--- config.mk ---
export PLATFORM = sky130hd
export DESIGN_NAME = ising_l1_rd_arbiter
export DESIGN_NICKNAME = d
export VERILOG_FILES = /design/src/rtl/ising_l1_rd_arbiter_pkg.sv /design/src/rtl/ising_l1_rd_arbiter_tag_fifo.sv /design/src/rtl/ising_l1_rd_arbiter.sv
export SDC_FILE = /design/constraint.sdc
export NUM_CORES = 1
export LEC_CHECK = 0
export ABC_AREA = 1
export BUFFER_PORTS_ARGS = -buffer_cell sky130_fd_sc_hd__buf_2
export CORE_AREA = 10 10 210 212
export CTS_CLUSTER_DIAMETER = 60
export DETAILED_ROUTE_END_ITERATION = 8
export DIE_AREA = 0 0 220 222
export GPL_TIMING_DRIVEN = 0
export PLACE_DENSITY = 0.39
export SYNTH_ARGS = -nofsm -noshare
export SYNTH_HDL_FRONTEND = slang
export SYNTH_SLANG_ARGS = --single-unit
--- constraint.sdc ---
create_clock -name clk_i -period 2.2 [get_ports clk_i]
set_input_delay 0.11 -clock clk_i [delete_from_list [all_inputs] [get_ports clk_i]]
set_output_delay 0.11 -clock clk_i [all_outputs]
set_load 0.01 [all_outputs]
--- src/rtl/ising_l1_rd_arbiter_pkg.sv ---
// Shared types and constants for the L1 direct-port read arbiter.
//   arb_mode_e               : arbitration policy encoding (matches rr_mode_i)
//   IcL1DirectMaxOutstanding : default in-flight read depth
//   idx_width()              : index width helper, never narrower than 1 bit
package ising_l1_rd_arbiter_pkg;

    typedef enum logic {
        ARB_FIXED = 1'b0,
        ARB_RR    = 1'b1
    } arb_mode_e;

    localparam int unsigned IcL1DirectMaxOutstanding = 4;

    function automatic int unsigned idx_width(input int unsigned n);
        return (n > 1) ? $clog2(n) : 1;
    endfunction

endpackage

--- src/rtl/ising_l1_rd_arbiter_tag_fifo.sv ---
// One-hot issuer-tag FIFO for in-order response routing.
//   clk_i, rst_ni : clock, synchronous active-low reset
//   push_i/push_data_i : enqueue a tag (ignored when full)
//   pop_i         : dequeue the head tag (ignored when empty)
//   head_o        : current head tag
//   full_o/empty_o: occupancy flags
module ising_l1_rd_arbiter_tag_fifo
    import ising_l1_rd_arbiter_pkg::*;
#(
    parameter int unsigned Width = 2,
    parameter int unsigned Depth = 4
) (
    input  logic             clk_i,
    input  logic             rst_ni,
    input  logic             push_i,
    input  logic [Width-1:0] push_data_i,
    input  logic             pop_i,
    output logic [Width-1:0] head_o,
    output logic             full_o,
    output logic             empty_o
);

    localparam int unsigned PtrW = idx_width(Depth);
    localparam int unsigned CntW = $clog2(Depth + 1);

    logic [Width-1:0] r_mem [Depth];
    logic [PtrW-1:0]  r_wptr;
    logic [PtrW-1:0]  r_rptr;
    logic [CntW-1:0]  r_cnt;
    logic             w_push;
    logic             w_pop;

    // Pointers wrap at Depth, which need not be a power of two.
    function automatic logic [PtrW-1:0] ptr_inc(input logic [PtrW-1:0] p);
        return (p == PtrW'(Depth - 1)) ? '0 : p + PtrW'(1);
    endfunction

    assign full_o  = (r_cnt == CntW'(Depth));
    assign empty_o = (r_cnt == '0);
    assign w_push  = push_i & ~full_o;
    assign w_pop   = pop_i & ~empty_o;
    assign head_o  = r_mem[r_rptr];

    // Pointer and occupancy tracking.
    always_ff @(posedge clk_i) begin
        if (!rst_ni) begin
            r_wptr <= '0;
            r_rptr <= '0;
            r_cnt  <= '0;
        end else begin
            if (w_push) r_wptr <= ptr_inc(r_wptr);
            if (w_pop)  r_rptr <= ptr_inc(r_rptr);
            case ({w_push, w_pop})
                2'b10:   r_cnt <= r_cnt + CntW'(1);
                2'b01:   r_cnt <= r_cnt - CntW'(1);
                default: r_cnt <= r_cnt;
            endcase
        end
    end

    // Tag storage; contents are only observed through a valid head.
    always_ff @(posedge clk_i) begin
        if (w_push) r_mem[r_wptr] <= push_data_i;
    end

    a_no_overflow: assert property (@(posedge clk_i) disable iff (!rst_ni)
        !(push_i && full_o));

endmodule

--- src/rtl/ising_l1_rd_arbiter.sv ---
// Arbitrates NumClients read requesters onto one memory direct port and
// routes each in-order response back to its issuer via a one-hot tag FIFO.
//   clk_i, rst_ni     : clock, synchronous active-low reset
//   client_en_i       : per-client enable mask
//   rr_mode_i         : 0 fixed priority (lowest index), 1 round-robin
//   cl_req_valid_i/cl_req_ready_o/cl_addr_i : client request channel
//   cl_rsp_valid_o/cl_rsp_data_o            : one-hot response, shared data
//   mem_q_valid_o/mem_q_ready_i/mem_q_addr_o: memory request channel
//   mem_p_valid_i/mem_p_data_i              : in-order memory responses
//   idle_o            : nothing pending or in flight
//   err_o             : sticky orphan-response flag
module ising_l1_rd_arbiter
    import ising_l1_rd_arbiter_pkg::*;
#(
    parameter int unsigned NumClients     = 2,
    parameter int unsigned AddrWidth      = 10,
    parameter int unsigned DataWidth      = 256,
    parameter int unsigned MaxOutstanding = IcL1DirectMaxOutstanding,
    parameter int unsigned RspReg         = 0
) (
    input  logic                            clk_i,
    input  logic                            rst_ni,
    input  logic [NumClients-1:0]           client_en_i,
    input  logic                            rr_mode_i,
    input  logic [NumClients-1:0]           cl_req_valid_i,
    output logic [NumClients-1:0]           cl_req_ready_o,
    input  logic [NumClients*AddrWidth-1:0] cl_addr_i,
    output logic [NumClients-1:0]           cl_rsp_valid_o,
    output logic [DataWidth-1:0]            cl_rsp_data_o,
    output logic                            mem_q_valid_o,
    input  logic                            mem_q_ready_i,
    output logic [AddrWidth-1:0]            mem_q_addr_o,
    input  logic                            mem_p_valid_i,
    input  logic [DataWidth-1:0]            mem_p_data_i,
    output logic                            idle_o,
    output logic                            err_o
);

    localparam int unsigned IdxW = idx_width(NumClients);

    arb_mode_e             w_mode;
    logic [NumClients-1:0] w_elig;
    logic [AddrWidth-1:0]  w_addr [NumClients];
    logic [IdxW-1:0]       w_base;
    logic [IdxW-1:0]       w_cand;
    logic [IdxW-1:0]       w_arb_idx;
    logic                  w_arb_found;
    logic                  w_lock_hold;
    logic [IdxW-1:0]       w_gnt_idx;
    logic                  w_gnt_any;
    logic [NumClients-1:0] w_gnt_oh;
    logic                  w_hs;
    logic                  w_full;
    logic                  w_empty;
    logic [NumClients-1:0] w_head;
    logic                  w_pop;
    logic [NumClients-1:0] w_rsp_vec;
    logic                  w_rsp_busy;

    logic                  r_lock;
    logic [IdxW-1:0]       r_lock_idx;
    logic [IdxW-1:0]       r_rr_ptr;
    logic                  r_err;

    assign w_mode = arb_mode_e'(rr_mode_i);
    assign w_elig = cl_req_valid_i & client_en_i;

    for (genvar i = 0; i < NumClients; i++) begin : g_addr
        assign w_addr[i] = cl_addr_i[i*AddrWidth +: AddrWidth];
    end

    // Search for the first eligible client starting at the base index.
    always_comb begin
        w_arb_idx   = '0;
        w_arb_found = 1'b0;
        w_cand      = '0;
        w_base      = (w_mode == ARB_RR) ? r_rr_ptr : '0;
        for (int unsigned k = 0; k < NumClients; k++) begin
            w_cand = IdxW'((32'(w_base) + k) % NumClients);
            if (!w_arb_found && w_elig[w_cand]) begin
                w_arb_idx   = w_cand;
                w_arb_found = 1'b1;
            end
        end
    end

    // A stalled grant stays on its client while that client keeps valid,
    // regardless of enables or newly arriving higher-priority requests.
    assign w_lock_hold = r_lock & cl_req_valid_i[r_lock_idx];
    assign w_gnt_idx   = w_lock_hold ? r_lock_idx : w_arb_idx;
    assign w_gnt_any   = w_lock_hold | w_arb_found;

    always_comb begin
        w_gnt_oh            = '0;
        w_gnt_oh[w_gnt_idx] = 1'b1;
    end

    // Issue is gated only by FIFO occupancy, never by this cycle's pop.
    assign mem_q_valid_o  = w_gnt_any & ~w_full;
    assign mem_q_addr_o   = w_addr[w_gnt_idx];
    assign w_hs           = mem_q_valid_o & mem_q_ready_i;
    assign cl_req_ready_o = w_hs ? w_gnt_oh : '0;

    ising_l1_rd_arbiter_tag_fifo #(
        .Width (NumClients),
        .Depth (MaxOutstanding)
    ) u_tag_fifo (
        .clk_i       (clk_i),
        .rst_ni      (rst_ni),
        .push_i      (w_hs),
        .push_data_i (w_gnt_oh),
        .pop_i       (mem_p_valid_i),
        .head_o      (w_head),
        .full_o      (w_full),
        .empty_o     (w_empty)
    );

    // Lock, round-robin pointer and sticky orphan flag.
    always_ff @(posedge clk_i) begin
        if (!rst_ni) begin
            r_lock     <= 1'b0;
            r_lock_idx <= '0;
            r_rr_ptr   <= '0;
            r_err      <= 1'b0;
        end else begin
            r_lock     <= mem_q_valid_o & ~mem_q_ready_i;
            r_lock_idx <= w_gnt_idx;
            if (w_hs && (w_mode == ARB_RR)) begin
                r_rr_ptr <= (w_gnt_idx == IdxW'(NumClients - 1)) ? '0
                                                                  : w_gnt_idx + IdxW'(1);
            end
            if (mem_p_valid_i && w_empty) r_err <= 1'b1;
        end
    end

    // Responses with no tag outstanding are dropped.
    assign w_pop     = mem_p_valid_i & ~w_empty;
    assign w_rsp_vec = w_pop ? w_head : '0;

    if (RspReg != 0) begin : g_rsp_reg
        logic [NumClients-1:0] r_rsp_valid;
        logic [DataWidth-1:0]  r_rsp_data;

        always_ff @(posedge clk_i) begin
            if (!rst_ni) begin
                r_rsp_valid <= '0;
                r_rsp_data  <= '0;
            end else begin
                r_rsp_valid <= w_rsp_vec;
                if (w_pop) r_rsp_data <= mem_p_data_i;
            end
        end

        assign cl_rsp_valid_o = r_rsp_valid;
        assign cl_rsp_data_o  = r_rsp_data;
        assign w_rsp_busy     = |r_rsp_valid;
    end else begin : g_rsp_comb
        assign cl_rsp_valid_o = w_rsp_vec;
        assign cl_rsp_data_o  = mem_p_data_i;
        assign w_rsp_busy     = 1'b0;
    end

    assign idle_o = w_empty & ~(|w_elig) & ~w_rsp_busy;
    assign err_o  = r_err;

    a_rsp_onehot0: assert property (@(posedge clk_i) disable iff (!rst_ni)
        $onehot0(cl_rsp_valid_o));

    a_addr_stable: assert property (@(posedge clk_i) disable iff (!rst_ni)
        (mem_q_valid_o && !mem_q_ready_i) |=> $stable(mem_q_addr_o));

    // A locked client dropping valid before its handshake is a protocol error.
    a_lock_valid_held: assert property (@(posedge clk_i) disable iff (!rst_ni)
        (mem_q_valid_o && !mem_q_ready_i) |=> mem_q_valid_o);

endmodule
==> flow_summary_export.csv, run 1 <==
group,metric,value,unit
synthesis,synth.distinct_cells,22,
clock_network,cts_hold_buf,0,
critical_path,critPathBufInv,2,
routing,drc_errors,0,
grt,grt_max_degree,14,
placement,place.gp.congestion,0.873,
critical_path,reg2reg_slack,0.29,ns
sta,fin_worst_skew,0.00298,ns
final_layout,final_nets,1008,
critical_path,critPathTopFamily,"adder cells",
synthesis,syn-instance-count,408,
critical_path,reg2reg_from,"u_tag_fifo.r_cnt[1]$_SDFFE_PN0P_",
grt,grt_antenna_before_repair,2,
clock_network,cts_buffers,3,
synthesis,yosysWarnings,0,
sta,timing.fmax,523,MHz
synthesis,syn_area_per_cell,7.53,µm²
critical_path,cp-end-kind,"register",
grt,grt_pass1_vias,3741,
clock_network,cts-root-buf,"clkbuf_16",
final_layout,drive_above_1_share,0.807,
critical_path,crit_type,"reg -> reg",
sta,finalSetupViolCount,0,
sta,tightestPinTransition,0.209,ns
routing,routed_via_density,2.67,
power,peakVddDrop,0.213,mV
floorplanning,rows,73,
critical_path,cp.arrival,2.06,ns
placement,port_buffers,301,
floorplanning,start_util,0.0775,
sta,relSlewSlack,0.860,
critical_path,worst_ep_required_time,2.35,ns
clock_network,cts_tree,"done",
grt,grt_pass1_wl,22.6,mm
critical_path,crit_start,"u_tag_fifo.r_cnt[1]$_SDFFE_PN0P_",
clock_network,clk_pin_slew_worst_paths,0.06,ns
power,power_leakage,3.01,nW
critical_path,timing.rr.end,"u_tag_fifo.r_cnt[2]$_SDFFE_PN0P_",
final_layout,multi_input_area,538,µm²
sta,layout_min_cycle_time,1.91,ns
critical_path,slowest_stage,"fa_1",
critical_path,crit_fanout,3,
synthesis,ys_seq_area_frac,0.163,
placement,pre_cts_ws,0.0663,ns
floorplanning,die_x,220,µm
sta,fin_crit_sh,0.870,
critical_path,endpoint,"u_tag_fifo.r_cnt[2]$_SDFFE_PN0P_",
sta,timing.final.ws_setup,0.287,ns
run,cap_violations,0,
sta,finalHoldViolations,0,
sta,holdWs,0.0664,ns
sta,fin_tns_setup,0,ns
floorplanning,core_region_area,39600,µm²
clock_network,clk-insertion-delay-late,0.26,ns
routing,wirelength,17.5,mm
routing,drt_pass1_iterations,4,
routing,via_count,3314,
routing,drtIter0Drc,55,
synthesis,ys_ff_latch,21,
final_layout,fill_cells,4577,
synthesis,synth_nets,700,
sta,rsz0062_at_grt,"no",
placement,hpwl,16.6,mm
sta,drv_slew,0,
floorplanning,die_area,48800,µm²
critical_path,slowest_delay,0.38,ns
clock_network,clockBufferDepth,2,
floorplanning,ios,558,
outcome,status,"completed",
critical_path,crit_cells,11,
final_layout,regArea,500,µm²
routing,wl_per_cell,14.1,µm
final_layout,final_core_util,0.135,
grt,grt_overflow,0,
hold_path,hold_class,"in -> reg",
floorplanning,fp.dieH,222,µm
critical_path,crit_path_start_kind,"register",
synthesis,synth_area,3070,µm²
power,p_per_area,394,nW/µm²
clock_network,cts_num_sinks,21,
critical_path,cp_cell_sequence,"nor2_2 > nand2_2 > nand3_2 > buf_8 > ha_1 > inv_1 > fa_1 > a21oi_1 > o21ai_1 > o21ai_1 > a21oi_1",
critical_path,r2r_cells,11,
grt,grtUsageTotal,0.0601,
clock_network,cts_max_level,1,
routing,ant_nets,0,
final_layout,syn_to_final_growth,74.0,%
-- worst min-delay path by stage --
stage	from	to	slack (ns)	depth (start not counted)
2_1_floorplan	mem_q_ready_i	r_lock$_SDFF_PN0_	0.19	1
3_3_place_gp	mem_q_ready_i	r_lock$_SDFF_PN0_	0.34	2
3_5_place_dp	mem_q_ready_i	r_lock$_SDFF_PN0_	0.34	2
4_1_cts	mem_q_ready_i	r_lock$_SDFF_PN0_	0.06	2
5_1_grt	mem_q_ready_i	r_lock$_SDFF_PN0_	0.07	2
6_report	mem_q_ready_i	r_lock$_SDFF_PN0_	0.07	2
-- placed cells by master (no fill, tap or decap), drive strengths merged --
cell type,synthesis,layout
ha,6,6
nand4,1,1
clkinv,0,1
edfxtp,8,8
a31oi,1,1
clkbuf,0,3
nand2,46,46
dfxtp,13,13
a21oi,9,9
fa,1,1
diode,0,2
inv,23,23
nand3,4,4
nor2,24,24
o21ai,11,11
nor3,1,1
o211a,1,1
buf,259,562
-- Yosys cell counts, drive strengths merged --
| cell | number | area share |
|---|---|---|
| a21oi | 9 | 0.016 |
| dfxtp | 13 | 0.085 |
| nor2 | 24 | 0.031 |
| fa | 1 | 0.0065 |
| edfxtp | 8 | 0.078 |
| nand3 | 4 | 0.0098 |
| o21ai | 11 | 0.019 |
| nor3 | 1 | 0.0016 |
| ha | 6 | 0.024 |
| nand2 | 46 | 0.058 |
| o211a | 1 | 0.0033 |
| buf | 259 | 0.64 |
| a31oi | 1 | 0.0020 |
| inv | 23 | 0.028 |
| nand4 | 1 | 0.0020 |
-- layer usage --
metal  share of wire  GRT usage  up-vias
li1                -          -     1603
met1            0.28     0.0463     1406
met2            0.57      0.129      298
met3            0.14     0.0222        7
met4           0.013     0.0167        0
met5               0          0        -
-- timing repair --
action | CTS | global route
endpoints found under the setup margin | 0 | 1
setup buffers | 0 | 2
gates resized for setup | 0 | 5
-- per-stage QoR --
stage	total power [mW]	instances	area, µm²
CTS	2.14	1238	5320
global route	2.27	1242	5340
finish	2.10	1242	5340
floorplan	1.27	408	3070
detailed placement	1.74	1234	5240
global placement	1.74	1234	5240
-- registers in the layout, summed over array words and instances (netlist names), named ones only --
signal,flops
u_tag_fifo.r_cnt,3
err_o,1
r_lock_idx,1
r_lock,1
u_tag_fifo.r_mem,8
u_tag_fifo.r_rptr,2
r_rr_ptr,1
u_tag_fifo.r_wptr,2
-- logic make-up after synthesis --
family,Yosys count,synth area share
adders and majority gates,7,0.0310
DFF,21,0.163
and+or+nand+nor,76,0.102
buffers and inverters,282,0.664
AOI/OAI and AO/OA,22,0.0403
-- cell type report --
| class | count | share of cell area |
|---|---|---|
| plain buffers | 259 | 0.366 |
| well taps | 525 | 0.123 |
| repair buffers | 303 | 0.285 |
| multi-input cells | 105 | 0.101 |
| diodes | 2 | 0.000937 |
| inverters | 23 | 0.0162 |
| clock buffers | 3 | 0.0140 |
| flip-flops and latches | 21 | 0.0937 |
| clock inverters | 1 | 0.000937 |
-- report_power, final --
part,internal [mW],leakage (nW),switching [mW],total [mW]
combinational,0.618,2.79,0.581,1.20
clock,0.245,0.0409,0.147,0.392
sequential,0.470,0.179,0.0435,0.513
total,1.33,3.01,0.772,2.10
Note: power is estimated with default switching activity, not from simulation.
==> run 2: changes to the inputs <==
--- a/config.mk
+++ b/config.mk
@@ -7,10 +7,10 @@
 export LEC_CHECK = 0
 export ABC_AREA = 1
 export BUFFER_PORTS_ARGS = -buffer_cell sky130_fd_sc_hd__buf_2
-export CORE_AREA = 10 10 210 212
+export CORE_AREA = 10 10 209 211
 export CTS_CLUSTER_DIAMETER = 60
 export DETAILED_ROUTE_END_ITERATION = 8
-export DIE_AREA = 0 0 220 222
+export DIE_AREA = 0 0 219 221
 export GPL_TIMING_DRIVEN = 0
 export PLACE_DENSITY = 0.39
 export SYNTH_ARGS = -nofsm -noshare
==> constraint.sdc (replaced) <==
create_clock -name clk_i -period 2.4 [get_ports clk_i]
set_input_delay 0.12 -clock clk_i [delete_from_list [all_inputs] [get_ports clk_i]]
set_output_delay 0.12 -clock clk_i [all_outputs]
set_load 0.01 [all_outputs]
==> flow_summary_export.csv, run 2 (synthesized netlist as in run 1, its figures left out) <==
group,metric,value,unit
outcome,status,"completed",
routing,routed_via_density,2.65,
hold_path,min_delay_path_depth,2,
critical_path,slowest_stage,"fa_1",
placement,port_buffers,301,
hold_path,hold_class,"in -> reg",
sta,timing.fmax,473,MHz
sta,timing.final.ws_setup,0.287,ns
critical_path,reg2reg_from,"u_tag_fifo.r_cnt[1]$_SDFFE_PN0P_",
floorplanning,start_util,0.0778,
clock_network,cts_num_sinks,21,
clock_network,clk_pin_slew_worst_paths,0.06,ns
routing,drt_pass1_iterations,4,
sta,rsz0062_at_grt,"no",
floorplanning,core_region_area,39500,µm²
grt,grt_pass1_vias,3819,
sta,tightestPinTransition,0.220,ns
sta,fin_crit_sh,0.880,
final_layout,diodes,0,
critical_path,crit_path_start_kind,"register",
floorplanning,rows,73,
clock_network,cts_max_level,1,
sta,relSlewSlack,0.852,
sta,layout_min_cycle_time,2.11,ns
final_layout,largest_reg_flops,8,
grt,grt_pass1_wl,23.2,mm
floorplanning,die_area,48400,µm²
critical_path,crit_fanout,10,
critical_path,crit_start,"u_tag_fifo.r_cnt[1]$_SDFFE_PN0P_",
critical_path,worst_ep_required_time,2.54,ns
critical_path,r2r_cells,11,
critical_path,crit_type,"reg -> reg",
placement,hpwl,16.1,mm
clock_network,cts_hold_buf,0,
clock_network,clk-insertion-delay-late,0.25,ns
routing,drtIter0Drc,59,
sta,fin_worst_skew,0.00360,ns
clock_network,post_cts_buffers,0,
final_layout,stdcell_area,5320,µm²
final_layout,fill_cells,4574,
critical_path,cp-end-kind,"register",
sta,drv_slew,0,
power,p_per_area,361,nW/µm²
placement,placed_cells,1234,
final_layout,reg.largest.list,"u_tag_fifo.r_mem (8), u_tag_fifo.r_cnt (3)",
critical_path,cp_cell_sequence,"nor2_1 > nand2_1 > nand3_2 > buf_6 > ha_1 > inv_1 > fa_1 > a21oi_1 > o21ai_0 > o21ai_0 > a21oi_1",
final_layout,finalNonFillerCells,1238,
grt,grt_antenna_before_repair,1,
routing,ant_nets,0,
grt,grt_overflow,0,
routing,wirelength,16.8,mm
sta,fin_tns_setup,0,ns
clock_network,clockBufferDepth,2,
routing,drc_errors,0,
placement,pre_cts_ws,0.259,ns
grt,grt_max_degree,14,
power,power_leakage,3.00,nW
power,total_power,1.92,mW
clock_network,cts_tree,"done",
clock_network,cts_buffers,3,
floorplanning,die_x,219,µm
power,peakVddDrop,0.229,mV
sta,finalHoldViolations,0,
grt,grtUsageTotal,0.0611,
placement,place_area,5240,µm²
final_layout,final_common_cell,"buf_2",
placement,place.gp.congestion,0.830,
critical_path,cp.arrival,2.25,ns
critical_path,reg2reg_slack,0.29,ns
floorplanning,fp.dieH,221,µm
final_layout,largest_register,"u_tag_fifo.r_mem",
final_layout,drive_above_1_share,0.804,
clock_network,cts-root-buf,"clkbuf_16",
final_layout,final_nets,1006,
routing,wl_per_cell,13.6,µm
final_layout,syn_to_final_growth,73.0,%
final_layout,most-common-layout-cells,"buf_2 (301), buf_4 (257), nand2_1 (44)",
hold_path,hold_path_startpoint,"mem_q_ready_i",
sta,finalSetupViolCount,0,
routing,via_count,3282,
floorplanning,ios,558,
clock_network,post_cts_resize_count,0,
critical_path,slowest_delay,0.37,ns
run,cap_violations,0,
run 2: changes by cell type in the layout (fill, tap and decap cells not counted), sizes merged:
| cell | previous run | this run |
|---|---|---|
| buf | 562 | 560 |
| diode | 2 | 0 |
run 2: path summary, 6_finish.rpt:
check	to
max	u_tag_fifo.r_cnt[2]$_SDFFE_PN0P_
min	r_lock$_SDFF_PN0_
max reg2reg	u_tag_fifo.r_cnt[2]$_SDFFE_PN0P_
min reg2reg	err_o$_SDFFE_PN0P_
run 2: stage by stage:
step                       util  hold WS, ns
after global routing      0.135       0.0933
after floorplan               -        0.198
after global placement    0.133        0.347
after detailed placement  0.133        0.344
final                     0.135       0.0738
after CTS                 0.135       0.0739
run 2: routing by layer:
metal	share of wire	GRT usage	wire length (µm)	vias to the layer above
li1	-	-	-	1596
met1	0.29	0.0495	4850	1391
met2	0.57	0.132	9600	288
met3	0.14	0.0259	2320	7
met4	0.0040	0.00599	68	0
met5	0	0	0	-
run 2: power by group:
part | leakage [nW] | total, mW | internal, mW | switching [mW]
registers | 0.179 | 0.471 | 0.431 | 0.0403
logic | 2.78 | 1.09 | 0.557 | 0.535
clock network | 0.0409 | 0.354 | 0.224 | 0.130
run 2: cell type report:
| cell class | count | area [µm²] | area share |
|---|---|---|---|
| well taps | 525 | 657 | 0.124 |
| plain buffers | 259 | 1950 | 0.367 |
| inverters | 23 | 86.3 | 0.0162 |
| clock inverters | 1 | 5.00 | 0.000942 |
| multi-input cells | 105 | 533 | 0.100 |
| repair buffers | 301 | 1510 | 0.283 |
| clock buffers | 3 | 75.1 | 0.0141 |
| flip-flops and latches | 21 | 500 | 0.0942 |
run 2: critical path, delay by kind of cell, from the launching register on:
family	cells	cell delay, ns
buf+inv	2	0.23
simple gates	3	0.44
compound gates	4	0.48
fa+ha+maj	2	0.52
flops	1	0.32
==> run 3: changes to the inputs <==
--- a/config.mk
+++ b/config.mk
@@ -7,12 +7,12 @@
 export LEC_CHECK = 0
 export ABC_AREA = 1
 export BUFFER_PORTS_ARGS = -buffer_cell sky130_fd_sc_hd__buf_2
-export CORE_AREA = 10 10 209 211
+export CORE_AREA = 10 10 206 208
 export CTS_CLUSTER_DIAMETER = 60
 export DETAILED_ROUTE_END_ITERATION = 8
-export DIE_AREA = 0 0 219 221
+export DIE_AREA = 0 0 216 218
 export GPL_TIMING_DRIVEN = 0
-export PLACE_DENSITY = 0.39
+export PLACE_DENSITY = 0.41
 export SYNTH_ARGS = -nofsm -noshare
 export SYNTH_HDL_FRONTEND = slang
 export SYNTH_SLANG_ARGS = --single-unit
==> constraint.sdc (replaced) <==
create_clock -name clk_i -period 1.9 [get_ports clk_i]
set_input_delay 0.095 -clock clk_i [delete_from_list [all_inputs] [get_ports clk_i]]
set_output_delay 0.095 -clock clk_i [all_outputs]
set_load 0.01 [all_outputs]
==> flow_summary_export.csv, run 3 (synthesized netlist as in run 1, its figures left out) <==
group,metric,value,unit
clock_network,cts_buffers,3,
placement,placed_cells,1227,
final_layout,syn_to_final_growth,75.9,%
routing,routed_via_density,2.70,
placement,pre_cts_ws,-0.227,ns
hold_path,hold_path_startpoint,"mem_q_ready_i",
final_layout,diodes,0,
grt,grt_antenna_before_repair,1,
sta,timing.fmax,571,MHz
floorplanning,die_area,47100,µm²
routing,wirelength,17.7,mm
hold_path,min_delay_path_depth,2,
sta,finalHoldViolations,0,
clock_network,cts_num_sinks,21,
final_layout,final_nets,1012,
critical_path,timing.rr.end,"u_tag_fifo.r_cnt[2]$_SDFFE_PN0P_",
power,clkPwrFrac,0.171,
power,switchingPower,936,µW
sta,relSlewSlack,0.877,
critical_path,reg2reg_slack,0.15,ns
routing,drt_pass1_iterations,4,
final_layout,largest_reg_flops,8,
placement,port_buffers,301,
power,p_int,1.61,mW
final_layout,final_common_cell,"buf_2",
grt,grt_pass1_wl,23.7,mm
critical_path,slowest_stage,"dfxtp_1",
floorplanning,die_x,216,µm
floorplanning,ios,558,
run,cap_violations,0,
clock_network,cts_max_level,1,
routing,wl_per_cell,14.3,µm
power,total_power,2.55,mW
clock_network,clockBufferDepth,2,
grt,grt_pass1_vias,3675,
final_layout,regArea,502,µm²
critical_path,crit_type,"reg -> reg",
floorplanning,start_util,0.0802,
power,p_comb_frac,0.592,
power,swShare,0.368,
critical_path,crit_path_start_kind,"register",
routing,via_count,3345,
clock_network,cts_hold_buf,0,
sta,drv_slew,0,
final_layout,most-common-layout-cells,"buf_2 (301), buf_4 (264), nand2_1 (41)",
clock_network,clk-insertion-delay-late,0.25,ns
clock_network,clk_pin_slew_worst_paths,0.05,ns
critical_path,reg2reg_from,"u_tag_fifo.r_cnt[1]$_SDFFE_PN0P_",
grt,grtUsageTotal,0.0642,
critical_path,cp_cell_sequence,"nor2_4 > nand2_2 > nand2_2 > inv_4 > ha_4 > inv_4 > fa_2 > a21oi_2 > o21ai_2 > o21ai_1 > a21oi_1",
power,p_per_area,471,nW/µm²
placement,place.gp.congestion,0.837,
critical_path,crit_fanout,4,
routing,drc_errors,0,
power,peakVddDrop,0.287,mV
critical_path,cp.arrival,1.89,ns
final_layout,finalNonFillerCells,1237,
final_layout,fill_cells,4358,
hold_path,hold_class,"in -> reg",
placement,hpwl,16.7,mm
sta,layout_min_cycle_time,1.75,ns
final_layout,multi_input_area,583,µm²
final_layout,reg.largest.list,"u_tag_fifo.r_mem (8), u_tag_fifo.r_cnt (3)",
clock_network,cts_tree,"done",
sta,tightestPinTransition,0.183,ns
sta,fin_crit_sh,0.922,
critical_path,worst_ep_required_time,2.04,ns
floorplanning,rows,72,
sta,timing.final.ws_setup,0.149,ns
floorplanning,fp.dieH,218,µm
grt,grt_max_degree,14,
power,power_frac_seq,0.237,
final_layout,drive_above_1_share,0.819,
power,power_leakage,3.03,nW
critical_path,r2r_cells,11,
sta,finalSetupViolCount,0,
routing,ant_nets,0,
critical_path,cp-end-kind,"register",
routing,drtIter0Drc,82,
grt,grt_overflow,0,
clock_network,cts-root-buf,"clkbuf_16",
critical_path,slowest_delay,0.40,ns
hold_path,min_to,"r_lock$_SDFF_PN0_",
outcome,status,"completed",
sta,fin_worst_skew,0.00254,ns
floorplanning,core_region_area,38300,µm²
final_layout,largest_register,"u_tag_fifo.r_mem",
[run 3: cell types whose count changed in the layout (fill, tap and decap cells not counted), sizes merged]
cell / before / now
clkinv: 1 / 0
buf: 560 / 566
clkbuf: 3 / 4
[run 3: how the worst max path moves through the flow]
stage | start | endpoint | slack [ns] | cells after the start
final | u_tag_fifo.r_cnt[1]$_SDFFE_PN0P_ | u_tag_fifo.r_cnt[2]$_SDFFE_PN0P_ | 0.15 | 11
after global routing | r_lock_idx$_SDFF_PN0_ | u_tag_fifo.r_cnt[2]$_SDFFE_PN0P_ | -0.04 | 12
after CTS | u_tag_fifo.r_cnt[1]$_SDFFE_PN0P_ | u_tag_fifo.r_cnt[1]$_SDFFE_PN0P_ | 0.03 | 10
after detailed placement | u_tag_fifo.r_cnt[1]$_SDFFE_PN0P_ | u_tag_fifo.r_cnt[2]$_SDFFE_PN0P_ | -0.23 | 11
after global placement | u_tag_fifo.r_cnt[1]$_SDFFE_PN0P_ | u_tag_fifo.r_cnt[2]$_SDFFE_PN0P_ | -0.20 | 11
after floorplan | u_tag_fifo.r_cnt[0]$_SDFFE_PN0P_ | u_tag_fifo.r_cnt[2]$_SDFFE_PN0P_ | 0.04 | 11
[run 3: through the flow]
stage	hold slack [ns]	setup TNS [ns]	area [µm²]	util
final	0.0918	0	5400	0.141
after floorplan	0.173	0	3070	-
after detailed placement	0.325	-0.288	5230	0.137
after global placement	0.326	-0.250	5230	0.137
after global routing	0.112	-0.0359	5400	0.141
after CTS	0.0762	0	5340	0.139
[run 3: power groups by stage]
stage                     clock network [mW]  logic, mW  registers (mW)
final                                  0.436       1.51           0.603
after floorplan                            0      0.881           0.594
after detailed placement                   0       1.42           0.602
after CTS                              0.449       1.46           0.596
after global placement                     0       1.42           0.602
after global routing                   0.468       1.65           0.613
[run 3: area by class of cell]
cell class              count  area share
plain buffers             258       0.359
clock buffers               4      0.0146
inverters                  23      0.0169
multi-input cells         105       0.108
flip-flops and latches     21      0.0929
well taps                 518       0.120
repair buffers            308       0.289
[run 3: what timing repair did]
action | CTS | global route
resized for setup | 8 | 12
pin swaps | 2 | 8
buffers inserted | 2 | 5
cloned | 0 | 0
hold endpoints to repair | 0 | 0
endpoints found under the setup margin | 2 | 2
[run 3: layer usage]
metal  GRT usage  up-vias  wire [µm]
met1      0.0578     1432       5530
met4     0.00419        2         18
met3      0.0309        4       2240
met2       0.131      296       9940
met5           0        -         13
li1            -     1611          -
[run 3: worst max-delay path: cells and delay by family (launching register included)]
kind,cells,cell delay (ns)
adder cells (fa/ha/maj),2,0.51
flip-flops,1,0.40
AO/OA/AOI/OAI,4,0.40
AND/OR/NAND/NOR,3,0.21
buffers and inverters,2,0.12
